### src/rtl/systolic_feeder.sv
// Input-side driver for an N x N systolic MAC array: buffers A/B operands from a
// valid/ready stream, clears the accumulators, then feeds skewed zero-padded edges.
module systolic_feeder #(
  parameter int N     = 4,
  parameter int DW    = 32,
  parameter int K_MAX = 16,
  parameter int KW    = 5
) (
  input  logic            clk,
  input  logic            rst_n,
  input  logic            start,
  input  logic [KW-1:0]   k_len,
  input  logic            in_valid,
  output logic            in_ready,
  input  logic [N*DW-1:0] in_a,
  input  logic [N*DW-1:0] in_b,
  output logic            acc_clear,
  output logic [N*DW-1:0] a_edge,
  output logic [N*DW-1:0] b_edge,
  output logic            edge_valid,
  output logic            busy,
  output logic            done
);

  localparam int AW = (K_MAX > 1) ? $clog2(K_MAX) : 1;
  localparam int TW = $clog2(K_MAX + 2 * N);

  typedef enum logic [2:0] {
    S_IDLE   = 3'd0,
    S_LOAD   = 3'd1,
    S_CLEAR  = 3'd2,
    S_STREAM = 3'd3,
    S_DRAIN  = 3'd4,
    S_DONE   = 3'd5
  } state_e;

  state_e            state_q, state_d;
  logic [KW-1:0]     k_q, k_d;
  logic [KW-1:0]     wr_ptr_q, wr_ptr_d;
  logic [TW-1:0]     t_q, t_d;
  logic [TW-1:0]     last_s;
  logic [TW-1:0]     tn_s;
  logic              we_s;
  logic              in_ready_q, acc_clear_q, edge_valid_q, busy_q, done_q;
  logic [N*DW-1:0]   a_edge_q, a_edge_d;
  logic [N*DW-1:0]   b_edge_q, b_edge_d;

  // a_buf_q[k][i] holds A[i][k]; b_buf_q[k][j] holds B[k][j]
  logic [DW-1:0]     a_buf_q [K_MAX][N];
  logic [DW-1:0]     b_buf_q [K_MAX][N];

  assign last_s = TW'(k_q) + TW'(2 * N - 3);

  // Next-state, counter and buffer write-enable logic
  always_comb begin
    state_d  = state_q;
    k_d      = k_q;
    wr_ptr_d = wr_ptr_q;
    t_d      = t_q;
    we_s     = 1'b0;
    case (state_q)
      S_IDLE: begin
        if (start && (k_len != '0) && (k_len <= KW'(K_MAX))) begin
          state_d  = S_LOAD;
          k_d      = k_len;
          wr_ptr_d = '0;
        end else begin
          state_d  = S_IDLE;
        end
      end
      S_LOAD: begin
        if (in_valid) begin
          we_s     = 1'b1;
          wr_ptr_d = wr_ptr_q + KW'(1);
          if (wr_ptr_q == (k_q - KW'(1))) begin
            state_d = S_CLEAR;
          end else begin
            state_d = S_LOAD;
          end
        end else begin
          state_d = S_LOAD;
        end
      end
      S_CLEAR: begin
        state_d = S_STREAM;
        t_d     = '0;
      end
      S_STREAM: begin
        if (t_q == last_s) begin
          state_d = S_DRAIN;
        end else begin
          t_d     = t_q + TW'(1);
        end
      end
      S_DRAIN: state_d = S_DONE;
      S_DONE:  state_d = S_IDLE;
      default: state_d = S_IDLE;
    endcase
  end

  // Edge values for the upcoming stream step; registered so they line up with t
  always_comb begin
    a_edge_d = '0;
    b_edge_d = '0;
    if (state_q == S_CLEAR) begin
      tn_s = '0;
    end else begin
      tn_s = t_q + TW'(1);
    end
    if (state_d == S_STREAM) begin
      for (int i = 0; i < N; i++) begin
        if ((tn_s >= TW'(i)) && ((tn_s - TW'(i)) < TW'(k_q))) begin
          a_edge_d[i*DW +: DW] = a_buf_q[AW'(tn_s - TW'(i))][i];
          b_edge_d[i*DW +: DW] = b_buf_q[AW'(tn_s - TW'(i))][i];
        end else begin
          a_edge_d[i*DW +: DW] = '0;
          b_edge_d[i*DW +: DW] = '0;
        end
      end
    end else begin
      a_edge_d = '0;
      b_edge_d = '0;
    end
  end

  // Operand buffers: contents are don't-care after reset
  always_ff @(posedge clk) begin
    if (we_s) begin
      for (int i = 0; i < N; i++) begin
        a_buf_q[AW'(wr_ptr_q)][i] <= in_a[i*DW +: DW];
        b_buf_q[AW'(wr_ptr_q)][i] <= in_b[i*DW +: DW];
      end
    end
  end

  // State, counters and registered outputs decoded from the next state
  always_ff @(posedge clk or negedge rst_n) begin
    if (!rst_n) begin
      state_q      <= S_IDLE;
      k_q          <= '0;
      wr_ptr_q     <= '0;
      t_q          <= '0;
      in_ready_q   <= 1'b0;
      acc_clear_q  <= 1'b0;
      edge_valid_q <= 1'b0;
      busy_q       <= 1'b0;
      done_q       <= 1'b0;
      a_edge_q     <= '0;
      b_edge_q     <= '0;
    end else begin
      state_q      <= state_d;
      k_q          <= k_d;
      wr_ptr_q     <= wr_ptr_d;
      t_q          <= t_d;
      in_ready_q   <= (state_d == S_LOAD);
      acc_clear_q  <= (state_d == S_CLEAR);
      edge_valid_q <= (state_d == S_STREAM);
      busy_q       <= (state_d != S_IDLE);
      done_q       <= (state_d == S_DONE);
      a_edge_q     <= a_edge_d;
      b_edge_q     <= b_edge_d;
    end
  end

  assign in_ready   = in_ready_q;
  assign acc_clear  = acc_clear_q;
  assign edge_valid = edge_valid_q;
  assign busy       = busy_q;
  assign done       = done_q;
  assign a_edge     = a_edge_q;
  assign b_edge     = b_edge_q;

endmodule

### config.mk
export PLATFORM = sky130hd
export DESIGN_NAME = systolic_feeder
export DESIGN_NICKNAME = d
export VERILOG_FILES = /design/src/rtl/systolic_feeder.sv
export SDC_FILE = /design/constraint.sdc
export NUM_CORES = 2
export LEC_CHECK = 0
export ABC_CLOCK_PERIOD_IN_PS = 21500
export BUFFER_PORTS_ARGS = -buffer_cell sky130_fd_sc_hd__buf_2
export CORE_MARGIN = 3
export CORE_UTILIZATION = 45
export DETAILED_ROUTE_END_ITERATION = 8
export PLACE_DENSITY = 0.71
export SKIP_LAST_GASP = 1
export SYNTH_ARGS = -nofsm -noshare
export SYNTH_HDL_FRONTEND = slang
export SYNTH_SLANG_ARGS = --single-unit
### constraint.sdc
create_clock -name clk -period 21.5 [get_ports clk]
set_input_delay 4.3 -clock clk [delete_from_list [all_inputs] [get_ports clk]]
set_output_delay 4.3 -clock clk [all_outputs]
set_load 0.02 [all_outputs]
# Word-level counts from Yosys, hierarchy flattened
# Memories as Yosys holds them, arrays and structs flattened.
# Index checks and enable logic that the tools add are counted.
[word_totals]
regBits = 279
mem_bits_rw = 4096
elab_cells = 81
output_inout_bits = 261
input_bits = 265
memories = 2
[classes]
n_addsub = 7
n_lt_le_gt_ge = 9
reduce_logical = 14
mux = 25
eq_ne = 13
[memory_table]
columns = ["name", "depth", "width", "rd", "rd_clocked_by_memory_dff", "wr", "line_no", "rtl"]
rows = [
  ["a_buf_q", 16, 128, 4, 0, 1, "49", "logic [DW-1:0] a_buf_q [K_MAX][N];"],
  ["b_buf_q", 16, 128, 4, 0, 1, "50", "logic [DW-1:0] b_buf_q [K_MAX][N];"],
]
[ops]
columns = ["op", "count"]
rows = [
  ["$mux 128", 2],
  ["$mux 32", 8],
  ["$lt 5x5->1", 4],
  ["$mux 5", 4],
  ["$pmux 5 s2", 2],
  ["$pmux 3 s5", 1],
  ["$eq 3x2->1 const B", 4],
  ["$add 5x1->5 const B", 2],
  ["$eq 5x5->1", 2],
  ["$ge 5x1->1 const B", 2],
  ["$ge 5x2->1 const B", 2],
  ["$sub 5x1->5 const B", 2],
  ["$sub 5x2->5 const B", 2],
  ["$eq 3x1->1 const B", 2],
  ["$eq 3x3->1 const B", 2],
  ["$logic_and 1x1->1", 6],
  ["$mux 3", 2],
  ["$ne 2x2->1 const B", 3],
  ["$add 5x3->5 const B", 1],
  ["$le 5x5->1 const B", 1],
  ["$mux 1", 5],
  ["$reduce_bool 5->1", 1],
  ["$reduce_and 2->1", 2],
  ["$reduce_bool 2->1", 2],
  ["other kinds (4)", 4],
]

# Logic depth before layout (Yosys ltp)
[depth]
word_depth = 7
ltp_mapped = 22
ltp_nobuf = 15

# Worst setup path before layout
# Ideal clock, no wire load.
[synth_timing]
path_kind = "input port to flip-flop"
start = "input in_valid"
end = "memory a_buf_q[3][0] (netlist bit) (enable)"
setup_slack_ns = -1.878
required_time_ns = 20.315
n_path_buf = 0
cell_stages = 3
arrival_ns = 22.193
setup_time_ns = 1.185
path_cell_list = "nor3b_1 > nand2_1 > nor3_1"
[synth_via]
elab_chain_cells = 4
[synth_lines]
columns = ["item", "line_no", "rtl"]
rows = [
  ["start, declared", "13", "input logic in_valid,"],
  ["$mux 1", "72", "if (in_valid) begin"],
  ["$mux 1", "61", "case (state_q)"],
  ["$mux 1", "128", "if (we_s) begin"],
  ["$mux 1 (not written as such)", "130", "a_buf_q[AW'(wr_ptr_q)][i] <= in_a[i*DW +: DW];"],
  ["end, declared", "49", ""],
]
# Every way passes these cells.

# Worst setup path in the final report
[layout_timing]
start = "input in_valid"
end = "memory b_buf_q[13][101] (netlist bit) (enable)"
[layout_via]
elab_chain_cells = 4
[layout_lines]
columns = ["item", "line_no", "rtl"]
rows = [
  ["$mux 1", "72", ""],
  ["$mux 1", "61", ""],
  ["$mux 1", "128", ""],
  ["$mux 1 (not written as such)", "131", "b_buf_q[AW'(wr_ptr_q)][i] <= in_b[i*DW +: DW];"],
  ["end, declared", "50", ""],
]
# Every way passes these cells.

==> impl_metrics.py <==
metrics = {
    "global_route": {
        "pin_count_of_the_biggest_net_entering_global_routing": 192,
        "grt_first_pass_wirelength_microns": 603000,
        "grt_pass1_vias": 88500,
        "groute.usage.overall_pct": 21.6,
        "antenna_violations_before_repair": 124,
        "grt-ovfl-total": 0,
    },
    "final_layout": {
        "ff_latch_area_sq_um": 130000,
        "nets": 9855,
        "final_layout_size_suffix_gt1_share_pct": 20.5,
        "utilization_pct": 51.2,
        "multi_input_area_sq_um": 33400,
        "layout.filler_cells": 28600,
        "area_growth_syn_to_fin_pct": 13.1,
    },
    "setup_path": {
        "critical_path_peak_fanout": 53,
        "crit_chain": "buf_2 -> nor3b_1 -> nand2_1 -> nor2_4 -> buf_4 -> buf_4 -> buf_4",
        "start_kind": "input port",
        "arrival_ns": 9.16,
        "cpMaxStageDelayCell": "nor2_4",
        "endpoint_kind": "flop",
        "max_stage_delay_ns": 0.95,
        "required_ns": 22.06,
        "critical-path-top-cell-by-count": "buf_4",
        "ff2ff_path_depth": 16,
        "critPathKind": "input port to flop",
    },
    "timing": {
        "finalCriticalPeriod_ns": 8.60,
        "clock-skew-final_ns": 0.0705,
        "final-max-slew-violation-count": 0,
        "holdWs_ns": 0.579,
        "timing_worst_slew_pin_value_ns": 1.19,
        "setup_tns_ns": 0,
        "final-hold-violation-count": 0,
        "unrepaired_setup_endpoints_after_global_routing": "no",
        "worst_slew_margin_rel_pct": 20.3,
        "achievable-frequency_mhz": 116,
        "finalSetupViolCount": 0,
        "period_share_pct": 40.0,
    },
    "synthesis": {
        "netlist_area_sq_um": 166000,
        "synth_area_per_cell_sq_um": 18.3,
        "synth.area.top_cells": "edfxtp_1, mux4_2, dfrtp_1",
        "ys.flop_type": "edfxtp_1",
        "synth_largest_area_cell": "edfxtp_1",
        "post_synth_num_cell_types": 70,
        "post-synth-top-area-fraction_pct": 74.2,
        "yosysSeqAreaShare_pct": 78.5,
        "netlist_instances": 9055,
        "ys_ff_latch": 4375,
        "synth_async_sr_flop_share_pct": 6.38,
        "synth.yosys.warnings": 0,
        "mappedNetlistNets": 9350,
        "number_of_enable_type_register_cells_in_the_synthesized_netlist": 4096,
    },
    "power_and_ir_drop": {
        "vdd.ir_drop.worst_mv": 0.225,
        "p_per_area_nw_per_um2": 143,
        "cellLeakagePower_uw": 0.0621,
    },
    "detailed_routing": {
        "total_via_count_in_the_routed_design": 87800,
        "detailedRoute.firstIterationViolations": 10400,
        "average_wire_per_standard_cell_microns": 28.0,
        "route.detailed.vias_per_inst": 5.94,
        "drt_pass1_iterations": 6,
        "remaining_drc_errors": 0,
        "route.final.wire_length_microns": 414000,
        "drtAntennaViolNets": 0,
    },
    "placed_design": {
        "gpl.final_weighted_congestion": 0.789,
        "port-buffer-count": 525,
        "detailedPlacementHpwl_microns": 216000,
    },
    "floorplanning": {
        "die-height_microns": 613,
        "floorplan.die.width_microns": 613,
        "placement_rows": 222,
        "dieArea_sq_um": 375000,
        "fp.coreArea_sq_um": 366000,
        "ios": 526,
        "initial_util_pct": 45.3,
    },
    "clock_network": {
        "cts-root-to-sink-buffers": 4,
        "cts_root_buffer": "clkbuf_16",
        "htree_levels": 5,
        "clock_sink_count": 4375,
        "clk_pin_slew_worst_paths_ns": 0.06,
        "ctsHoldBuffers": 0,
        "post_cts_resize_count": 0,
        "clock_tree_from_tritoncts": "done",
        "cts_setup_buffers": 0,
        "clock_latency_at_the_later_pin_of_the_worst_skew_pair_ns": 0.97,
        "numCtsBuffers": 420,
    },
    "run_status": {
        "run_status": "complete, no violations",
    },
    "run": {
        "drv_cap": 0,
    },
    "hold_path": {
        "holdCritPathClass": "flop to flop",
        "hold_depth": 2,
    },
}
## path summary, 6_finish.rpt
path | from | endpoint | slack [ns]
setup / recovery | in_valid | b_buf_q[13][101] | 12.90
min in group asynchronous | rst_n | a_edge[23] | 3.37
hold / removal | wr_ptr_q[4] | wr_ptr_q[4] | 0.58
max in group asynchronous | rst_n | a_edge[40] | 15.55
setup reg to reg | t_q[0] | a_edge[58] | 14.83
hold reg to reg | wr_ptr_q[4] | wr_ptr_q[4] | 0.58
## cell usage in the layout (no fill, tap or decap), types with 13 or more instances in the layout
cell type     n
a211oi_1    130
a21oi_1     468
a221oi_1    193
a222oi_1     64
a31oi_1     258
buf_12       22
buf_2       524
buf_4       123
bufinv_16    34
clkbuf_1    109
clkbuf_16   421
clkbuf_8     41
clkinv_1     72
clkinv_2     69
dfrtp_1     278
diode_2      51
edfxtp_1   4096
ha_1         27
mux2_2      198
mux2i_1     256
mux4_2      512
nand2_1    1111
nand3_1     136
nor2_4       14
nor2b_1      69
o21a_1       68
o21ai_0     399
or3_1        64
xor2_1       13
## worst max-delay path, delay by kind of cell
kind          cells  cell delay, ns
buf+inv           4            2.71
simple gates      3            1.98
## kinds of logic (layout without fill, tap and decap cells)
family	count (synthesis)	count (layout)	share of synthesized area [%]
compound gates	1605	1605	6.05
xor+xnor	29	29	0.171
fa+ha+maj	30	30	0.227
buf+inv	604	1472	1.57
flops	4375	4375	78.5
mux	966	966	9.85
other cells	0	51	0
simple gates	1446	1446	3.67
## power breakdown
part,switching (uW),internal [uW],leakage (uW)
registers,228,9870,0.0407
logic,5950,3390,0.0146
clock network,3160,4180,0.00674
## final cells by class
type	instances	share of cell area [%]
repair buffers	670	2.14
diodes	51	0.0681
clock inverters	214	1.23
well taps	4816	3.22
multi-input cells	4076	17.8
flip-flops and latches	4375	69.4
clock buffers	571	6.14
inverters	17	0.0467
## layer usage
metal	up-vias	GRT usage (%)	share of wire, %
met5	-	0	0.074
met4	48	7.48	3.5
met3	750	3.99	8.2
met2	4051	35.8	49
met1	45700	28.9	39
li1	37300	-	-
## through the flow
stage	setup WS, ns	cell area (sq um)	std cells	total power [uW]
after detailed placement	11.97	173000	14000	19600
after CTS	12.95	187000	14700	27000
final	12.90	187000	14800	26800
after global routing	12.77	187000	14800	28000
after floorplan	4.95	166000	9055	16900
after global placement	11.93	173000	14000	19500
## sequential cells by signal (all words and copies together) (netlist names), 3 cells and up
signal / flops
wr_ptr_q: 5
k_q: 5
a_buf_q: 2048
state_q: 3
t_q: 5
b_edge: 128
b_buf_q: 2048
a_edge: 128
## cell usage after synthesis (7+ instances only)
cell / count
a211oi_1: 130
a21oi_1: 468
a221oi_1: 193
a222oi_1: 64
a31oi_1: 258
buf_1: 25
buf_2: 187
buf_6: 13
clkbuf_1: 359
dfrtp_1: 279
edfxtp_1: 4096
ha_1: 30
inv_1: 13
mux2_2: 198
mux2i_1: 256
mux4_2: 512
nand2_1: 1112
nand2b_1: 7
nand3_1: 137
nor2_1: 21
nor2b_1: 69
nor3_1: 14
o21a_1: 68
o21ai_0: 399
or3_1: 64
xnor2_1: 12
xor2_1: 14
Power figures use the tool's default switching activity.
